$ cat config.mk
export PLATFORM = sky130hd
export DESIGN_NAME = user_memory_ctrl
export DESIGN_NICKNAME = d
export VERILOG_FILES = /design/src/rtl/nop_mem_pkg.sv /design/src/rtl/nop_sync2.sv /design/src/rtl/user_memory_ctrl.sv
export SDC_FILE = /design/constraint.sdc
export NUM_CORES = 2
export LEC_CHECK = 0
export ABC_AREA = 1
export ABC_CLOCK_PERIOD_IN_PS = 12700
export CAP_MARGIN = 20
export CORE_ASPECT_RATIO = 1.4
export CORE_MARGIN = 2
export CORE_UTILIZATION = 50
export DETAILED_ROUTE_END_ITERATION = 10
export PLACE_DENSITY = 0.74
export SLEW_MARGIN = 20
export SYNTH_ARGS = -nofsm -noshare
export SYNTH_HDL_FRONTEND = slang
export SYNTH_HIERARCHICAL = 1
export SYNTH_SLANG_ARGS = --single-unit
$ cat constraint.sdc
create_clock -name clk -period 12.7 [get_ports clk]
set_input_delay 1.27 -clock clk [delete_from_list [all_inputs] [get_ports clk]]
set_output_delay 1.27 -clock clk [all_outputs]
set_load 0.01 [all_outputs]
$ cat src/rtl/nop_mem_pkg.sv
// Shared types for the user-data memory controller:
// FSM state encoding and bus direction constants.
package nop_mem_pkg;

  typedef enum logic [1:0] {
    CLEAR  = 2'd0,
    IDLE   = 2'd1,
    ACCESS = 2'd2
  } mem_state_e;

  localparam logic RW_READ  = 1'b0;
  localparam logic RW_WRITE = 1'b1;

  localparam int CNT_W = 4;

endpackage

$ cat src/rtl/nop_sync2.sv
// Two-flop synchronizer, parametrised width, for
// bringing asynchronous inputs into the clk domain.
module nop_sync2 #(
  parameter int W = 8
) (
  input  logic         clk,
  input  logic         rst_n,
  input  logic [W-1:0] d,
  output logic [W-1:0] q
);

  logic [W-1:0] s1;

  always_ff @(posedge clk or negedge rst_n) begin
    if (!rst_n) begin
      s1 <= '0;
      q  <= '0;
    end else begin
      s1 <= d;
      q  <= s1;
    end
  end

endmodule

$ cat src/rtl/user_memory_ctrl.sv
// User-data RAM controller: req/ready bus, wait states,
// post-reset clear sweep and one overlaid I/O register.
module user_memory_ctrl
  import nop_mem_pkg::*;
#(
  parameter int DATA_W      = 8,
  parameter int ADDR_W      = 8,
  parameter int DEPTH       = 256,
  parameter int WAIT_STATES = 0,
  parameter int IO_ADDR     = 'hFF
) (
  input  logic              clk,
  input  logic              reset_n,
  input  logic              req,
  input  logic              rw,
  input  logic [ADDR_W-1:0] addr,
  input  logic [DATA_W-1:0] wdata,
  output logic [DATA_W-1:0] rdata,
  output logic              ready,
  output logic              err,
  output logic              busy,
  input  logic [DATA_W-1:0] io_in,
  output logic [DATA_W-1:0] io_out
);

  localparam int IDX_W =
    (DEPTH > 1) ? $clog2(DEPTH) : 1;
  localparam logic [IDX_W-1:0] CLR_LAST =
    IDX_W'(DEPTH - 1);
  localparam logic [ADDR_W:0] DEPTH_C =
    (ADDR_W+1)'(DEPTH);
  localparam logic [ADDR_W-1:0] IO_A =
    ADDR_W'(IO_ADDR);

  logic [DATA_W-1:0] mem [DEPTH];

  mem_state_e        state_q, state_d;
  logic [CNT_W-1:0]  cnt_q, cnt_d;
  logic [IDX_W-1:0]  clr_q, clr_d;
  logic [ADDR_W-1:0] addr_q;
  logic [DATA_W-1:0] wdata_q;
  logic              rw_q;
  logic [DATA_W-1:0] io_sync;

  logic              cap;
  logic              fire;
  logic              hit_io;
  logic              hit_ram;
  logic [IDX_W-1:0]  ram_idx;
  logic              mem_we;
  logic [IDX_W-1:0]  mem_wa;
  logic [DATA_W-1:0] mem_wd;

  nop_sync2 #(.W(DATA_W)) u_sync (
    .clk   (clk),
    .rst_n (reset_n),
    .d     (io_in),
    .q     (io_sync)
  );

  // I/O wins over RAM; no wrap of high addresses into RAM.
  assign hit_io  = (addr_q == IO_A);
  assign hit_ram = !hit_io && ({1'b0, addr_q} < DEPTH_C);
  assign ram_idx = addr_q[IDX_W-1:0];
  assign busy    = (state_q == CLEAR);

  always_ff @(posedge clk or negedge reset_n) begin
    if (!reset_n) state_q <= CLEAR;
    else          state_q <= state_d;
  end

  always_comb begin
    state_d = state_q;
    cnt_d   = cnt_q;
    clr_d   = clr_q;
    cap     = 1'b0;
    fire    = 1'b0;
    mem_we  = 1'b0;
    mem_wa  = ram_idx;
    mem_wd  = wdata_q;
    unique case (state_q)
      CLEAR: begin
        mem_we = 1'b1;
        mem_wa = clr_q;
        mem_wd = '0;
        clr_d  = clr_q + 1'b1;
        if (clr_q == CLR_LAST) state_d = IDLE;
      end
      IDLE: begin
        if (req) begin
          cap     = 1'b1;
          cnt_d   = CNT_W'(WAIT_STATES);
          state_d = ACCESS;
        end
      end
      ACCESS: begin
        if (cnt_q != '0) begin
          cnt_d = cnt_q - 1'b1;
        end else begin
          fire    = 1'b1;
          mem_we  = (rw_q == RW_WRITE) && hit_ram;
          state_d = IDLE;
        end
      end
      default: state_d = CLEAR;
    endcase
  end

  always_ff @(posedge clk or negedge reset_n) begin
    if (!reset_n) begin
      cnt_q   <= '0;
      clr_q   <= '0;
      addr_q  <= '0;
      wdata_q <= '0;
      rw_q    <= RW_READ;
      ready   <= 1'b0;
      err     <= 1'b0;
      rdata   <= '0;
      io_out  <= '0;
    end else begin
      cnt_q <= cnt_d;
      clr_q <= clr_d;
      ready <= fire;
      err   <= fire && !hit_io && !hit_ram;
      if (cap) begin
        addr_q  <= addr;
        wdata_q <= wdata;
        rw_q    <= rw;
      end
      if (fire && rw_q == RW_READ) begin
        unique case (1'b1)
          hit_io:  rdata <= io_sync;
          hit_ram: rdata <= mem[ram_idx];
          default: rdata <= '0;
        endcase
      end
      if (fire && rw_q == RW_WRITE && hit_io)
        io_out <= wdata_q;
    end
  end

  // Single write port shared by the sweep and bus writes.
  always_ff @(posedge clk) begin
    if (mem_we) mem[mem_wa] <= mem_wd;
  end

endmodule

# Word-level counts from Yosys, hierarchy flattened
# Memory sizes are Yosys's and may differ from the RTL's.
# Index checks and enable logic that the tools add are counted.
word_totals:
  regBits: 65
  latch_bits: 0
  mem_bits_rw: 2048
  romBits: 0
  inputBits: 28
  out_inout_bits: 19
  word_cells: 54
  memories: 1
memory_table:
  columns: ["memory", "depth", "word_bits", "rd", "rd_clocked_by_memory_dff", "wr", "line", "source"]
  rows:
  - ["mem", 256, 8, 1, 0, 1, "user_memory_ctrl.sv:35", "logic [DATA_W-1:0] mem [DEPTH];"]
classes:
  add_sub_neg: 2
  n_mul: 0
  n_div: 0
  n_lt_le_gt_ge: 0
  eq_ne: 8
  n_shift: 0
  muxes: 18
  bitwise: 1
  n_reduce_logical: 12
op_table:
  columns: ["operator", "n"]
  rows:
  - ["$eq A8 B8 Y1 const B", 2]
  - ["$mux W8", 2]
  - ["$pmux W8 S2", 1]
  - ["$add A8 B1 Y8 const B", 1]
  - ["$mux W4", 2]
  - ["$pmux W4 S2", 1]
  - ["$mux W1", 7]
  - ["$logic_and A1 B1 Y1", 6]
  - ["$mux W2", 3]
  - ["$ne A2 B2 Y1 const B", 3]
  - ["$pmux W2 S3", 1]
  - ["$reduce_and A3 Y1", 2]
  - ["$reduce_bool A4 Y1", 1]
  - ["$sub A4 B1 Y4 const B", 1]
  - ["$eq A2 B1 Y1 const B", 1]
  - ["$eq A2 B2 Y1 const B", 1]
  - ["$logic_not A2 Y1", 1]
  - ["$ne A2 B1 Y1 const B", 1]
  - ["$pmux W1 S2", 1]
  - ["$reduce_bool A2 Y1", 1]
  - ["$logic_not A1 Y1", 1]
  - ["$not A1 Y1", 1]

# Depth between registers and ports, before layout
depth:
  ltp_word: 7
  ltp_mapped: 20
  depth_no_buf: 16

# Modules after synthesis
# Netlist, hierarchy kept.
by_module_without_submodules:
  columns: ["mod", "n_inst", "cells_per_inst", "area_per_inst_um2", "seq_area_each_um2"]
  rows:
  - ["user_memory_ctrl", 1, 7633, 86850.8, 62725.2]
  - ["nop_sync2", 1, 16, 400.4, 400.4]

# Worst setup path before layout
# Ideal clock, no wire load.
synth_timing:
  kind: "register -> register"
  start: "reg state_q[0]"
  end: "mem mem[0][0] (data pin)"
  setup_time_ns: 1.393
  arrival_time_ns: 6.772
  t_required_ns: 11.307
  slack_ns: 4.534
  path_stages_with_launch: 5
  path_buffers: 2
  synth_period_minus_slack_ns: 8.166
  cell_sequence: "dfrtp_1 nor2_2 buf_2 buf_1 nor2_1"
synth_via:
  elab_chain_cells: 2
synth_rtl:
  columns: ["item", "line", "source"]
  rows:
  - ["start: declaration", "user_memory_ctrl.sv:37", "mem_state_e state_q, state_d;"]
  - ["start signal: assignment", "user_memory_ctrl.sv:69", "else state_q <= state_d;"]
  - ["$logic_not A2 Y1", null, null]
  - ["named net busy", "user_memory_ctrl.sv:21", "output logic busy,"]
  - ["$mux W8", "user_memory_ctrl.sv:81", "unique case (state_q)"]
  - ["named net mem_wd[0]", "user_memory_ctrl.sv:52", "logic [DATA_W-1:0] mem_wd;"]
  - ["end: declaration", "user_memory_ctrl.sv:35", null]
# The timed path passes the listed nets, and every way through them passes these cells.

# Worst setup path after layout
layout_timing:
  start: "reg addr_q[0]"
  end: "reg rdata[3]"
layout_via:
  elab_chain_cells: 3
  word_cells_on_any_way: 4
  classes_between: "eq/ne (1); mux (1); reduce/logical (1); memory (1)"
layout_rtl:
  columns: ["item", "line", "source"]
  rows:
  - ["start: declaration", "user_memory_ctrl.sv:40", "logic [ADDR_W-1:0] addr_q;"]
  - ["start signal: assignment", "user_memory_ctrl.sv:126", "addr_q <= addr;"]
  - ["parallel branches: the longest is 2 deep, another holds $mem_v2 Z256 W8", null, null]
  - ["$pmux W8 S2 *", "user_memory_ctrl.sv:131", "unique case (1'b1)"]
  - ["end signal: assignment", "user_memory_ctrl.sv:132", "hit_io: rdata <= io_sync;"]
  - ["end signal: assignment", "user_memory_ctrl.sv:133", "hit_ram: rdata <= mem[ram_idx];"]
  - ["end: declaration", "user_memory_ctrl.sv:18", "output logic [DATA_W-1:0] rdata,"]
# Every way passes the cells marked *.
# A chain may end at the register's enable or synchronous reset.

==> impl_results.html <==
<table>
<tr><th>Metric</th><th>Value</th></tr>
<tr><th colspan="2">Status</th></tr>
<tr><td>Outcome</td><td>complete, no violations</td></tr>
<tr><th colspan="2">Floorplanning</th></tr>
<tr><td>Horiz. Die Dim</td><td>357 um</td></tr>
<tr><td>I/O Pins</td><td>47</td></tr>
<tr><td>Core area</td><td>173000 um2</td></tr>
<tr><td>DIE HEIGHT</td><td>498 um</td></tr>
<tr><td>Area of the die</td><td>178000 um2</td></tr>
<tr><td>Number of placement rows</td><td>181</td></tr>
<tr><td>Effective utilization at floorplan</td><td>50.3%</td></tr>
<tr><th colspan="2">Routing</th></tr>
<tr><td>Count of nets left with antenna violations after detail routing</td><td>0</td></tr>
<tr><td>Total wire length</td><td>225000 um</td></tr>
<tr><td>Post-DR wirelength/cell</td><td>22.7 um</td></tr>
<tr><td>Vias</td><td>57355</td></tr>
<tr><td>Post-DR vias/cell</td><td>5.79</td></tr>
<tr><td>DRT iter0 DRCs</td><td>6961</td></tr>
<tr><td>Number of remaining DRC errors</td><td>0</td></tr>
<tr><td>Detailed-router iteration count before antenna repair</td><td>7</td></tr>
<tr><th colspan="2">Timing</th></tr>
<tr><td>RSZ-0062 raised after global routing</td><td>false</td></tr>
<tr><td>Number of setup violations in the final report</td><td>0</td></tr>
<tr><td>Actual slew at the worst max-slew pin</td><td>1230 ps</td></tr>
<tr><td>Final hold violations</td><td>0</td></tr>
<tr><td>Share of the clock period used by the worst path after layout</td><td>44.2%</td></tr>
<tr><td>Max Clock Skew</td><td>25.8 ps</td></tr>
<tr><td>Fin. max-slew vios</td><td>0</td></tr>
<tr><td>Clock period minus final worst setup slack</td><td>5610 ps</td></tr>
<tr><td>Highest clock rate</td><td>178 MHz</td></tr>
<tr><td>Slew headroom</td><td>17.5%</td></tr>
<tr><td>Final-layout setup total negative slack</td><td>0 ps</td></tr>
<tr><th colspan="2">Clock tree</th></tr>
<tr><td>Root buf cell</td><td>sky130_fd_sc_hd__clkbuf_16</td></tr>
<tr><td>Num CTS Buffers</td><td>177</td></tr>
<tr><td>Total clock sinks</td><td>2113</td></tr>
<tr><td># resized after CTS</td><td>0</td></tr>
<tr><td>TritonCTS clock tree</td><td>done</td></tr>
<tr><td>Post-CTS Setup Inserts</td><td>0</td></tr>
<tr><td>Clock slew at the register clock pins of the worst setup and hold paths</td><td>70 ps</td></tr>
<tr><td>Number of buffers on the longest clock path</td><td>3</td></tr>
<tr><td>Clock network latency to the later pin of the worst-skew pair</td><td>820 ps</td></tr>
<tr><td>Hold buffer count at CTS</td><td>0</td></tr>
<tr><td>Htree depth</td><td>4</td></tr>
<tr><th colspan="2">Critical path</th></tr>
<tr><td>Highest-delay cell along the critical path</td><td>sky130_fd_sc_hd__dfrtp_4</td></tr>
<tr><td>Required time of the critical path</td><td>13440 ps</td></tr>
<tr><td>CP max stage delay</td><td>1020 ps</td></tr>
<tr><td>Worst r2r path cells</td><td>15</td></tr>
<tr><td>Critical path class</td><td>reg -&gt; reg</td></tr>
<tr><td>Critical-path cell list</td><td>buf_4, buf_4, buf_4, nand2_1, nand2_1, nand2_1, nand3_1, nand3_1, nand2_1, nand3_1, nand3_1, nand3_1, nand3_1, nand2_1, nand2_1</td></tr>
<tr><td>Data arrival time of the worst path</td><td>6350 ps</td></tr>
<tr><td>Dominant delay contributor by cell family on the critical path</td><td>buffers and inverters</td></tr>
<tr><td>R2R Setup Slk</td><td>7090 ps</td></tr>
<tr><td>Kind of start point of the critical path</td><td>register</td></tr>
<tr><td>Critical Path Sink Type</td><td>register</td></tr>
<tr><td>Buffering stage count on the worst path with inverters included</td><td>3</td></tr>
<tr><td>Worst R2R End</td><td>rdata[3]</td></tr>
<tr><td>FF-to-FF Start</td><td>addr_q[0]</td></tr>
<tr><td>Max Fanout on Critical Path</td><td>87</td></tr>
<tr><th colspan="2">Yosys</th></tr>
<tr><td>Post-synth EDFFs</td><td>2048</td></tr>
<tr><td>Mapped Cells</td><td>7649</td></tr>
<tr><td>Share of synthesized flip-flops with an asynchronous set or reset</td><td>3.08%</td></tr>
<tr><td>Register bit count reported by yosys</td><td>2113</td></tr>
<tr><td>Number of library cell types mapped by synthesis</td><td>43</td></tr>
<tr><td>Syn_nets</td><td>7679</td></tr>
<tr><td>Average footprint of a synthesized cell</td><td>11.4 um2</td></tr>
<tr><td>Seq/Total Area, Yosys</td><td>72.3%</td></tr>
<tr><td>Mapped cell area</td><td>87300 um2</td></tr>
<tr><td>Dominant register cell in the synthesized netlist</td><td>sky130_fd_sc_hd__edfxtp_1</td></tr>
<tr><td>YS warnings</td><td>6</td></tr>
<tr><th colspan="2">Global routing</th></tr>
<tr><td>Global-route total usage across every layer</td><td>25.0%</td></tr>
<tr><td>Largest net degree at the start of global routing</td><td>221</td></tr>
<tr><td>Total congestion overflow after global routing</td><td>0</td></tr>
<tr><td>Wire length of the first global-routing pass</td><td>337000 um</td></tr>
<tr><td>Initial antenna violation count</td><td>5</td></tr>
<tr><td>Vias in the first global route</td><td>56102</td></tr>
<tr><th colspan="2">Job</th></tr>
<tr><td>Max capacitance violation total</td><td>0</td></tr>
<tr><th colspan="2">Final layout</th></tr>
<tr><td>Number of nets in the final layout</td><td>7508</td></tr>
<tr><td>Layout Area Growth over Synthesis</td><td>8.57%</td></tr>
<tr><td>Final-layout fill cell count</td><td>14063</td></tr>
<tr><td>Share of cells above drive strength 1</td><td>5.64%</td></tr>
<tr><td>Core utilization of the finished layout</td><td>54.6%</td></tr>
<tr><th colspan="2">Worst hold path</th></tr>
<tr><td>Hold-critical path endpoint</td><td>u_sync/q[7]</td></tr>
<tr><td>Hold wc startpoint</td><td>u_sync/s1[7]</td></tr>
<tr><td>Hold depth</td><td>0</td></tr>
<tr><td>Path category of the worst min-delay check</td><td>reg -&gt; reg</td></tr>
<tr><th colspan="2">Placed design</th></tr>
<tr><td>Count of input and output buffers</td><td>46</td></tr>
<tr><td>Weighted congestion reported at the end of routability-driven placement</td><td>0.903</td></tr>
<tr><td>Half-perimeter wire length of the detailed placement result</td><td>127000 um</td></tr>
<tr><th colspan="2">Pwr</th></tr>
<tr><td>Power density cells</td><td>236 nW/um2</td></tr>
<tr><td>Worst-case vdd ir drop</td><td>0.329 mV</td></tr>
<tr><td>Pleak</td><td>33.4 nW</td></tr>
</table>
## metrics by stage
| stage | instance area [um2] | instances | worst slack (ps) | total power [mW] | hold WS [ps] |
|---|---|---|---|---|---|
| 2_1_floorplan | 87300 | 7649 | 4530 | 14.4 | 331 |
| 3_3_place_gp | 89000 | 9585 | 7090 | 16.8 | 333 |
| 3_5_place_dp | 89000 | 9585 | 7120 | 17.0 | 338 |
| 4_1_cts | 94700 | 9905 | 7090 | 22.3 | 351 |
| 5_1_grt | 94700 | 9907 | 6810 | 23.3 | 365 |
| 6_report | 94700 | 9908 | 7090 | 22.4 | 356 |
## cell usage after synthesis, types with 2 or more instances
master	count	area [um2]
sky130_fd_sc_hd__xor2_1	6	52.6
sky130_fd_sc_hd__dfrtp_1	65	1630
sky130_fd_sc_hd__nand4_2	5	62.6
sky130_fd_sc_hd__buf_2	152	761
sky130_fd_sc_hd__edfxtp_1	2048	61500
sky130_fd_sc_hd__clkbuf_1	188	706
sky130_fd_sc_hd__o21ai_0	589	2950
sky130_fd_sc_hd__nor3_1	3	15.0
sky130_fd_sc_hd__buf_8	2	30.0
sky130_fd_sc_hd__o211ai_2	12	150
sky130_fd_sc_hd__nand3_1	464	2320
sky130_fd_sc_hd__mux2_2	8	90.1
sky130_fd_sc_hd__buf_1	52	195
sky130_fd_sc_hd__o211ai_1	153	1150
sky130_fd_sc_hd__buf_4	53	398
sky130_fd_sc_hd__or2_2	35	219
sky130_fd_sc_hd__o21ai_1	158	791
sky130_fd_sc_hd__inv_2	8	30.0
sky130_fd_sc_hd__or2_1	3	18.8
sky130_fd_sc_hd__clkinv_1	4	15.0
sky130_fd_sc_hd__nand4_1	2	12.5
sky130_fd_sc_hd__nand2_2	6	37.5
sky130_fd_sc_hd__buf_6	26	293
sky130_fd_sc_hd__nor2_1	1780	6680
sky130_fd_sc_hd__ha_1	2	25.0
sky130_fd_sc_hd__inv_1	234	878
sky130_fd_sc_hd__nand2_1	1432	5380
sky130_fd_sc_hd__a21oi_2	3	26.3
sky130_fd_sc_hd__a21oi_1	140	701
sky130_fd_sc_hd__nor2_2	3	18.8
## how the worst max path moves through the flow
stage,start,end,slack (ps),depth (start not counted)
after detailed placement,addr_q[0],rdata[0],7120,15
after CTS,addr_q[0],rdata[0],7090,15
after global routing,addr_q[0],rdata[0],6810,15
after global placement,addr_q[0],rdata[0],7090,15
after floorplan,state_q[0],mem[0][0],4530,4
final,addr_q[0],rdata[3],7090,15
## area by class of cell
class                   instances  area, um2  share of cell area, %
well taps                    2287       2860                   3.02
inverters                     247        958                   1.01
flip-flops and latches       2113      63100                   66.6
clock buffers                 228       4800                   5.07
clock inverters                92        871                  0.919
diodes                          2       5.00                0.00528
multi-input cells            4816      20900                   22.1
repair buffers                123       1170                   1.24
## layout by cell type (no fill, tap or decap), types with 3 or more instances in the layout
master and count:
sky130_fd_sc_hd__nor2_1 1771, sky130_fd_sc_hd__o211ai_2 12, sky130_fd_sc_hd__nand3_2 3, sky130_fd_sc_hd__xor2_1 6, sky130_fd_sc_hd__clkinv_8 6, sky130_fd_sc_hd__edfxtp_1 2048, sky130_fd_sc_hd__o211ai_1 153, sky130_fd_sc_hd__or2_2 35
sky130_fd_sc_hd__buf_12 9, sky130_fd_sc_hd__nand2_1 1429, sky130_fd_sc_hd__nand3_1 462, sky130_fd_sc_hd__clkdlybuf4s50_1 45, sky130_fd_sc_hd__inv_2 8, sky130_fd_sc_hd__dfrtp_1 61, sky130_fd_sc_hd__inv_4 3, sky130_fd_sc_hd__a21oi_2 3
sky130_fd_sc_hd__nor2_4 11, sky130_fd_sc_hd__or2_1 3, sky130_fd_sc_hd__o21ai_1 158, sky130_fd_sc_hd__o21ai_0 589, sky130_fd_sc_hd__nand4_2 3, sky130_fd_sc_hd__nand2_2 8, sky130_fd_sc_hd__bufinv_16 14, sky130_fd_sc_hd__clkbuf_16 183
sky130_fd_sc_hd__inv_1 230, sky130_fd_sc_hd__dfrtp_4 3, sky130_fd_sc_hd__a21oi_1 140, sky130_fd_sc_hd__clkbuf_8 5, sky130_fd_sc_hd__buf_4 67, sky130_fd_sc_hd__clkinv_1 41, sky130_fd_sc_hd__mux2_2 8, sky130_fd_sc_hd__nor3_1 3
sky130_fd_sc_hd__clkinvlp_4 5, sky130_fd_sc_hd__clkinv_2 26, sky130_fd_sc_hd__clkbuf_1 40
## logic make-up (layout without fill, tap and decap cells)
| group | after synthesis | in the layout | synth area share [%] |
|---|---|---|---|
| AOI/OAI and AO/OA | 1060 | 1060 | 6.66 |
| xor gates and xnor gates | 6 | 6 | 0.0602 |
| adders and majority gates | 2 | 2 | 0.0287 |
| buffers and inverters | 720 | 690 | 3.80 |
| DFF | 2113 | 2113 | 72.3 |
| muxes | 8 | 8 | 0.103 |
| other | 1 | 3 | 0.00430 |
| and+or+nand+nor | 3739 | 3739 | 17.0 |
## worst reg2reg max path, stage by stage, from the launching register on
cell and delay (ps):
sky130_fd_sc_hd__dfrtp_4 1020, sky130_fd_sc_hd__buf_4 890, sky130_fd_sc_hd__buf_4 800, sky130_fd_sc_hd__buf_4 900
sky130_fd_sc_hd__nand2_1 130, sky130_fd_sc_hd__nand2_1 110, sky130_fd_sc_hd__nand2_1 50, sky130_fd_sc_hd__nand3_1 110
sky130_fd_sc_hd__nand3_1 120, sky130_fd_sc_hd__nand2_1 180, sky130_fd_sc_hd__nand3_1 130, sky130_fd_sc_hd__nand3_1 240
sky130_fd_sc_hd__nand3_1 490, sky130_fd_sc_hd__nand3_1 230, sky130_fd_sc_hd__nand2_1 90, sky130_fd_sc_hd__nand2_1 70
## state kept, by name (all words and copies together) (netlist names)
register / cells
addr_q: 8
clr_q: 8
cnt_q: 4
err: 1
io_out: 8
mem: 2048
rdata: 8
ready: 1
rw_q: 1
state_q: 2
u_sync/q: 8
u_sync/s1: 8
wdata_q: 8
## per-layer routing
| layer | vias to the layer above | track usage, % | wire [um] | share of wire, % |
|---|---|---|---|---|
| li1 | 25937 | - | - | - |
| met1 | 27735 | 30.9 | 80900 | 36 |
| met2 | 3057 | 42.1 | 111000 | 49 |
| met3 | 622 | 3.76 | 19300 | 8.6 |
| met4 | 4 | 13.7 | 13700 | 6.1 |
| met5 | - | 0 | 27 | 0.012 |
## where the power goes
part,total (mW),internal (mW),switching [mW]
logic,8.01,1.81,6.20
registers,9.00,8.81,0.191
clock network,5.40,2.96,2.44
(Power assumes the default switching activity.)
